### src/rtl/async_fifo_pkg.sv
// Shared types and helpers for the async_fifo write-side arbiter.
//   arb_state_e : arbiter FSM states
//   clog2_min1  : $clog2 clamped to a minimum of 1 (index widths)
package async_fifo_pkg;

    typedef enum logic {ARB_IDLE, ARB_GRANT} arb_state_e;

    function automatic int unsigned clog2_min1(input int unsigned n);
        return (n <= 1) ? 1 : $clog2(n);
    endfunction

endpackage

### src/rtl/fifo_rr_picker.sv
// Combinational round-robin picker.
// Returns the first asserted request at or after rr_ptr, wrapping around.
//   req    in  NUM_REQ  request vector
//   rr_ptr in  ID_W     highest-priority index
//   found  out 1        any request asserted
//   idx    out ID_W     chosen index (0 when !found)
module fifo_rr_picker #(
    parameter int unsigned NUM_REQ = 4,
    parameter int unsigned ID_W    = 2
) (
    input  logic [NUM_REQ-1:0] req,
    input  logic [ID_W-1:0]    rr_ptr,
    output logic               found,
    output logic [ID_W-1:0]    idx
);

    always_comb begin
        int unsigned j;
        j     = 0;
        found = 1'b0;
        idx   = '0;
        // Walk from the farthest offset back to rr_ptr so the nearest hit wins.
        for (int unsigned k = 0; k < NUM_REQ; k++) begin
            j = (32'(rr_ptr) + (NUM_REQ - 1 - k)) % NUM_REQ;
            if (req[j]) begin
                found = 1'b1;
                idx   = ID_W'(j);
            end
        end
    end

endmodule

### src/rtl/async_fifo_wr_arbiter.sv
// Round-robin arbiter with packet lock in front of the async_fifo write port.
// A granted requester keeps the port until it sends a last beat, reaches MAX_BURST
// beats, or stays idle for GAP_TIMEOUT cycles. Every release spends one IDLE cycle.
//   wr_clk, wr_rst  write-domain clock, synchronous active-high reset
//   req_valid/data/last, req_ready  per-requester beat handshake
//   fifo_wr_en, fifo_wr_data, fifo_full  async_fifo write port
//   grant_valid, grant_id  current holder of the port
//   forced_release  1-cycle pulse after a MAX_BURST or GAP_TIMEOUT release
module async_fifo_wr_arbiter
    import async_fifo_pkg::*;
#(
    parameter int unsigned NUM_REQ     = 4,
    parameter int unsigned DATA_WIDTH  = 8,
    parameter int unsigned MAX_BURST   = 16,
    parameter int unsigned GAP_TIMEOUT = 8,
    localparam int unsigned ID_W       = clog2_min1(NUM_REQ)
) (
    input  logic                          wr_clk,
    input  logic                          wr_rst,
    input  logic [NUM_REQ-1:0]            req_valid,
    input  logic [NUM_REQ*DATA_WIDTH-1:0] req_data,
    input  logic [NUM_REQ-1:0]            req_last,
    output logic [NUM_REQ-1:0]            req_ready,
    output logic                          fifo_wr_en,
    output logic [DATA_WIDTH-1:0]         fifo_wr_data,
    input  logic                          fifo_full,
    output logic                          grant_valid,
    output logic [ID_W-1:0]               grant_id,
    output logic                          forced_release
);

    localparam int unsigned BC_W = $clog2(MAX_BURST + 1);
    localparam int unsigned GC_W = $clog2(GAP_TIMEOUT + 1);

    arb_state_e      state_q, state_d;
    logic [ID_W-1:0] grant_id_q, grant_id_d;
    logic [ID_W-1:0] rr_ptr_q, rr_ptr_d;
    logic [BC_W-1:0] beat_cnt_q, beat_cnt_d;
    logic [GC_W-1:0] gap_cnt_q, gap_cnt_d;
    logic            forced_q, forced_d;

    logic                  pick_found;
    logic [ID_W-1:0]       pick_idx;
    logic                  sel_valid, sel_last, xfer, rel;
    logic [DATA_WIDTH-1:0] sel_data;

    fifo_rr_picker #(
        .NUM_REQ (NUM_REQ),
        .ID_W    (ID_W)
    ) u_picker (
        .req    (req_valid),
        .rr_ptr (rr_ptr_q),
        .found  (pick_found),
        .idx    (pick_idx)
    );

    always_comb begin
        sel_valid = req_valid[grant_id_q];
        sel_last  = req_last[grant_id_q];
        sel_data  = req_data[grant_id_q*DATA_WIDTH +: DATA_WIDTH];
        xfer      = (state_q == ARB_GRANT) && sel_valid && !fifo_full;
    end

    always_comb begin
        state_d    = state_q;
        grant_id_d = grant_id_q;
        rr_ptr_d   = rr_ptr_q;
        beat_cnt_d = beat_cnt_q;
        gap_cnt_d  = gap_cnt_q;
        forced_d   = 1'b0;
        rel        = 1'b0;
        case (state_q)
            ARB_IDLE: begin
                if (pick_found) begin
                    state_d    = ARB_GRANT;
                    grant_id_d = pick_idx;
                end
            end
            ARB_GRANT: begin
                // A cycle stalled only by fifo_full touches neither counter.
                if (xfer) begin
                    gap_cnt_d = '0;
                    if (sel_last) begin
                        rel = 1'b1;
                    end else if (beat_cnt_q >= BC_W'(MAX_BURST - 1)) begin
                        rel      = 1'b1;
                        forced_d = 1'b1;
                    end else begin
                        beat_cnt_d = beat_cnt_q + 1'b1;
                    end
                end else if (!sel_valid) begin
                    if (gap_cnt_q >= GC_W'(GAP_TIMEOUT - 1)) begin
                        rel      = 1'b1;
                        forced_d = 1'b1;
                    end else begin
                        gap_cnt_d = gap_cnt_q + 1'b1;
                    end
                end
                if (rel) begin
                    state_d    = ARB_IDLE;
                    rr_ptr_d   = (grant_id_q == ID_W'(NUM_REQ - 1)) ? '0 : grant_id_q + 1'b1;
                    beat_cnt_d = '0;
                    gap_cnt_d  = '0;
                end
            end
            default: state_d = ARB_IDLE;
        endcase
    end

    always_ff @(posedge wr_clk) begin
        if (wr_rst) begin
            state_q    <= ARB_IDLE;
            grant_id_q <= '0;
            rr_ptr_q   <= '0;
            beat_cnt_q <= '0;
            gap_cnt_q  <= '0;
            forced_q   <= 1'b0;
        end else begin
            state_q    <= state_d;
            grant_id_q <= grant_id_d;
            rr_ptr_q   <= rr_ptr_d;
            beat_cnt_q <= beat_cnt_d;
            gap_cnt_q  <= gap_cnt_d;
            forced_q   <= forced_d;
        end
    end

    // Outputs are held at 0 while wr_rst is high so no beat leaks into the FIFO
    // during the reset cycle itself.
    always_comb begin
        req_ready      = '0;
        fifo_wr_en     = 1'b0;
        fifo_wr_data   = '0;
        grant_valid    = !wr_rst && (state_q == ARB_GRANT);
        grant_id       = grant_valid ? grant_id_q : '0;
        forced_release = !wr_rst && forced_q;
        if (grant_valid) begin
            req_ready[grant_id_q] = !fifo_full;
            fifo_wr_en            = xfer;
            fifo_wr_data          = sel_data;
        end
    end

endmodule

### config.mk
export PLATFORM = sky130hd
export DESIGN_NAME = async_fifo_wr_arbiter
export DESIGN_NICKNAME = d
export VERILOG_FILES = /design/src/rtl/async_fifo_pkg.sv /design/src/rtl/fifo_rr_picker.sv /design/src/rtl/async_fifo_wr_arbiter.sv
export SDC_FILE = /design/constraint.sdc
export NUM_CORES = 1
export LEC_CHECK = 0
export ABC_CLOCK_PERIOD_IN_PS = 3650
export CORE_ASPECT_RATIO = 1.75
export CORE_MARGIN = 2
export CORE_UTILIZATION = 43
export DETAILED_ROUTE_END_ITERATION = 7
export PLACE_DENSITY_LB_ADDON = 0.05
export SETUP_SLACK_MARGIN = 0.02
export SYNTH_ARGS = -nofsm -noshare
export SYNTH_HDL_FRONTEND = slang
export SYNTH_HIERARCHICAL = 1
export SYNTH_SLANG_ARGS = --single-unit
### constraint.sdc
create_clock -name wr_clk -period 3.65 [get_ports wr_clk]
set_clock_uncertainty 0.1 [all_clocks]
set_input_delay 0.365 -clock wr_clk [delete_from_list [all_inputs] [get_ports wr_clk]]
set_output_delay 0.365 -clock wr_clk [all_outputs]
set_load 0.02 [all_outputs]
==> impl_metrics.tcl, run 1 <==
set metrics [dict create \
    status "complete, no violations" \
    final_hold_viol_count 0 \
    syn_nets 183 \
    fin_crit_ns 2.709 \
    fmax_mhz 369.1 \
    grt_pass1_wl_mm 5.554 \
    synth_top_area_share_pct 25.08 \
    post_cts_buffers 0 \
    gp_congestion 0.8058 \
    finalWirelength_mm 3.473 \
    core_um2 2690 \
    root_buffer "clkbuf_8" \
    seq_area_um2 300.3 \
    cp_top_family "buffers and inverters" \
    syn2layout_area_growth_pct 55.07 \
    setup_violations 0 \
    tns_ns 0 \
    syn_avg_cell_area_um2 9.003 \
    rsz0062_at_grt "no" \
    overflow 0 \
    synth.area.top_cells "dfxtp_1 (25%), mux4_2 (19%), ha_1 (7.3%)" \
    yosys.area.top_type "dfxtp_1" \
    cp.required_ns 3.18 \
    cpMaxStageDelayCell "clkdlybuf4s50_1" \
    critical_path_buf_inv_count 2 \
    via_count 1234 \
    yosys-top-cells-count "nor2_1 (18), dfxtp_1 (15), nor2b_1 (11), mux4_2 (10), a21oi_1 (8)" \
    io_pins 60 \
    drt_iter0_drc 19 \
    drt_pre_antenna_iters 4 \
    cts_resized 0 \
    layout.cells.non_filler 219 \
    cp_data_arrival_time_ns 2.24 \
    power_density_nw_per_um2 245.5 \
    clk_pin_slew_ns 0.06 \
    synth_edf_count 0 \
    final_max_slew_viol_count 0 \
    seqPwrFrac_pct 39.1 \
    ys_seq_area_share_pct 25.08 \
    num_rows 25 \
    cts_buffer_depth 2 \
    fill_cells 222 \
    power_switching_share_pct 26.55 \
    internal_power_uw 334.9 \
    cp_cell_sequence "clkdlybuf4s50_1, nand2b_1, nor2_1, and2_1, clkdlybuf4s50_1" \
    num_antenna_cells 0 \
    dp_slack_ns 0.9466 \
    drv_cap 0 \
    track_usage_pct 22.63 \
    die_y_um 73.81 \
    die_area_um2 3240 \
    drive_above_1_share_pct 11.46 \
    p_total_uw 455.9 \
    hold_class "reg2reg" \
    critPathMaxStageDelay_ns 0.61 \
    worstSetupEndpointType "output port" \
    synth_flop_cell "dfxtp_1" \
    dpl.cell_count 215 \
    fin_nets 243 \
    worstSetupPathType "in2out" \
    cts.sinks 15 \
    htreeDepth 1 \
    yosysMostFrequentCell "nor2_1" \
    syn_area_um2 1197 \
    crit_path_frequent_cell "clkdlybuf4s50_1" \
    post-route-drc-count 0 \
    drtAntennaViolNets 0 \
    cts_tree "built" \
    wire_per_inst_um 15.86 \
    antenna_found_initial 0 \
    die_w_um 43.89 \
    p_switching_uw 121.1 \
    multiInputGateArea_um2 848.3 \
    setup_ws_ns 0.9410 \
    initial_core_util_pct 44.51 \
    grt_pass1_vias 1312 \
    p_leak_uw 0.0006758 \
    slew_headroom_pct 62.66 \
    port_buffers 59 \
    grt_max_degree 14 \
    peakVddDrop_mv 0.1815 \
    via_per_inst 5.635 \
    cts_buffers 3 \
    async_flop_share_pct 0 \
    ys_seq_elements 15 \
    dp_hpwl_mm 2.929 \
    yosys_warnings 6 \
    pwr-share-comb_pct 31.8 \
    fin_crit_sh_pct 74.22 \
    path_max_fanout 13 \
    insertion_delay_ns 0.25 \
    synthCells 133 \
    p_clk_share_pct 29.1 \
    worst_pin_slew_ns 0.5593 \
    cts_hold_buf 0 \
    yosysUniqueCellTypes 37 \
    critical_path.startpoint_type "input port" \
]
flip-flops by register name, indices dropped and copies added (netlist names):
register    count
rr_ptr_q        2
grant_id_q      2
beat_cnt_q      5
forced_q        1
state_q         1
gap_cnt_q       4
kinds of logic after synthesis:
kind of cell	after synthesis	share of synthesized area, %
AOI/OAI and AO/OA	24	15.15
adders and majority gates	7	7.314
buffers and inverters	12	4.075
DFF	15	25.08
muxes	12	20.48
and+or+nand+nor	63	27.90
metrics by stage:
step / utilization (%) / cell area (um^2) / hold slack [ns]
CTS: 69.02 / 1857 / 0.3538
detailed placement: 67.30 / 1810 / 0.3457
global route: 69.02 / 1857 / 0.3876
global placement: 67.30 / 1810 / 0.3425
finish: 69.02 / 1857 / 0.3512
floorplan: - / 1197 / 0.3300
power groups by stage:
stage	clock, uW	combinational, uW	sequential (uW)
after global routing	144	159	179
after global placement	0	143	181
after floorplan	0	74.9	178
after CTS	137	147	178
final	133	145	178
after detailed placement	0	146	182
final cells by class:
class                      count  area share, %
sequential                    15          16.17
inverter                       6          1.213
timing repair buffer          61          32.61
clock buffer                   3          2.224
clock inverter                 1         0.2695
multi-input combinational    106          45.69
tap                           27          1.819
per-layer routing:
metal | share of wire, % | track usage, % | up-vias
met5 | 0 | 0 | -
met4 | 2.5 | 9.764 | 0
met3 | 3.9 | 3.686 | 10
met2 | 58 | 42.97 | 43
met1 | 35 | 23.12 | 584
li1 | - | - | 597
path summary, 6_finish.rpt:
kind            startpoint      endpoint  slack, ns  cells past startpoint
max                 wr_rst  req_ready[3]       0.94                      5
min           gap_cnt_q[3]  gap_cnt_q[3]       0.35                      2
max reg2reg  grant_id_q[1]   rr_ptr_q[1]       1.29                      4
min reg2reg   gap_cnt_q[3]  gap_cnt_q[3]       0.35                      2
worst min-delay path, cell delays in order, from the launching register on:
cell,delay (ns)
dfxtp_1,0.31
nand2_1,0.05
a21oi_1,0.05
cells in the final DEF, fill, tap and decap left out, types with 2 or more instances in the layout:
master	count
mux4_2	10
nor2_1	18
inv_1	6
a21o_1	2
ha_1	7
buf_4	2
and3_1	2
nor3_1	4
nand3_1	3
nor3b_1	2
or3_1	2
a21oi_1	8
a211oi_1	2
dfxtp_1	15
mux2i_1	2
clkbuf_8	3
and2_1	6
nand2b_1	4
clkdlybuf4s50_1	59
nand2_1	6
a21boi_0	2
nor2b_1	11
Power figures use the tool's default switching activity.
==> run 2, diff against run 1 <==
--- a/config.mk
+++ b/config.mk
@@ -5,10 +5,10 @@
 export SDC_FILE = /design/constraint.sdc
 export NUM_CORES = 1
 export LEC_CHECK = 0
-export ABC_CLOCK_PERIOD_IN_PS = 3650
+export ABC_CLOCK_PERIOD_IN_PS = 2690
 export CORE_ASPECT_RATIO = 1.75
 export CORE_MARGIN = 2
-export CORE_UTILIZATION = 43
+export CORE_UTILIZATION = 40
 export DETAILED_ROUTE_END_ITERATION = 7
 export PLACE_DENSITY_LB_ADDON = 0.05
 export SETUP_SLACK_MARGIN = 0.02
==> constraint.sdc (replaced) <==
create_clock -name wr_clk -period 2.69 [get_ports wr_clk]
set_clock_uncertainty 0.1 [all_clocks]
set_input_delay 0.269 -clock wr_clk [delete_from_list [all_inputs] [get_ports wr_clk]]
set_output_delay 0.269 -clock wr_clk [all_outputs]
set_load 0.02 [all_outputs]
==> impl_metrics.tcl, run 2 (synthesis results as in run 1) <==
set metrics [dict create \
    via_count 1222 \
    gp_congestion 0.8098 \
    setup_violations 0 \
    worstHoldStart "beat_cnt_q[3]" \
    num_antenna_cells 0 \
    cts_tree "built" \
    mostFrequentLayoutCells "clkdlybuf4s50_1 (59), nor2_1 (18), dfxtp_1 (15)" \
    largest_reg_flops 5 \
    hold_class "reg2reg" \
    insertion_delay_ns 0.24 \
    critPathMaxStageDelay_ns 0.55 \
    clk_pin_slew_ns 0.06 \
    timing.hold.ws_ns 0.3660 \
    worstSetupPathType "reg2out" \
    finalWirelength_mm 3.452 \
    power_density_nw_per_um2 331.1 \
    grt_max_degree 13 \
    layout.cells.non_filler 222 \
    drv_cap 0 \
    fin_crit_sh_pct 92.36 \
    cts_hold_buf 0 \
    die_w_um 45.36 \
    peakVddDrop_mv 0.2036 \
    num_rows 26 \
    reg_top3 "beat_cnt_q x5, gap_cnt_q x4" \
    antenna_found_initial 0 \
    final_hold_viol_count 0 \
    syn2layout_area_growth_pct 56.32 \
    grt_pass1_vias 1261 \
    post_cts_buffers 0 \
    worstSetupEndpointType "output port" \
    tns_ns 0 \
    status "complete, no violations" \
    track_usage_pct 21.43 \
    fin_nets 245 \
    die_area_um2 3465 \
    overflow 0 \
    cp_data_arrival_time_ns 2.12 \
    p_leak_uw 0.0006829 \
    die_y_um 76.38 \
    dpl.cell_count 218 \
    post-route-drc-count 0 \
    worst_pin_slew_ns 0.4883 \
    via_per_inst 5.505 \
    drtAntennaViolNets 0 \
    cp-startpoint "grant_id_q[0]" \
    htreeDepth 1 \
    port_buffers 59 \
    cts_resized 0 \
    final_max_slew_viol_count 0 \
    fin_crit_ns 2.485 \
    drt_pre_antenna_iters 4 \
    cts_buffer_depth 2 \
    cts.sinks 15 \
    r2r-start "grant_id_q[0]" \
    critical_path.startpoint_type "flip-flop" \
    slew_headroom_pct 67.19 \
    initial_core_util_pct 41.36 \
    drt_iter0_drc 5 \
    io_pins 60 \
    wire_per_inst_um 15.55 \
    top_register "beat_cnt_q" \
    grt_pass1_wl_mm 5.637 \
    root_buffer "clkbuf_8" \
    layout_commonest_cell "clkdlybuf4s50_1" \
    cpMaxStageDelayCell "clkdlybuf4s50_1" \
    rsz0062_at_grt "no" \
    cp.required_ns 2.32 \
    path_max_fanout 11 \
    cp_cell_sequence "buf_4, mux4_2, nor2b_1, clkdlybuf4s50_1" \
    dp_hpwl_mm 2.913 \
    cts_buffers 3 \
    fmax_mhz 402.5 \
    drive_above_1_share_pct 11.86 \
    core_um2 2895 \
]
## run 2: path summary, 6_finish.rpt
| kind | depth (start not counted) | slack [ns] | endpoint |
|---|---|---|---|
| max | 4 | 0.21 | fifo_wr_data[7] |
| min | 2 | 0.37 | beat_cnt_q[3] |
| max reg2reg | 5 | 0.34 | beat_cnt_q[4] |
| min reg2reg | 2 | 0.37 | beat_cnt_q[3] |
## run 2: worst max-delay path: cells and delay by family, from the launching register on
kind | cells | cell delay [ns]
mux | 1 | 0.52
flops | 1 | 0.40
simple gates | 1 | 0.14
buf+inv | 2 | 0.81
## run 2: layer usage
layer / vias to the layer above / GRT usage (%) / wire length, um
met5: - / 0 / 0
met4: 0 / 2.647 / 8
met3: 2 / 4.976 / 174
met2: 34 / 41.71 / 2061
met1: 581 / 21.88 / 1208
li1: 605 / - / -
## run 2: through the flow
step                setup WS, ns  util (%)  total power (uW)  area, um^2
finish                    0.2055     64.65             619.8        1872
floorplan                 0.6458         -             343.8        1197
global placement          0.2044     63.09             442.4        1827
global route             0.07213     64.65             654.3        1872
detailed placement        0.1611     63.09             446.7        1827
CTS                       0.1762     64.65             625.0        1872
## run 2: final cells by class
| type | instances | area, um^2 |
|---|---|---|
| Tap cell | 28 | 35.03 |
| Multi-Input combinational cell | 106 | 848.3 |
| Clock buffer | 4 | 45.04 |
| Inverter | 6 | 22.52 |
| Timing Repair Buffer | 63 | 620.6 |
| Sequential cell | 15 | 300.3 |
| Fill cell | 264 | 1023 |
## run 2: where the power goes
part	internal (uW)	switching [uW]	leakage, uW
sequential	230	9.46	0.000122
combinational	124	78.2	0.000538
clock	105	73.6	0.0000228
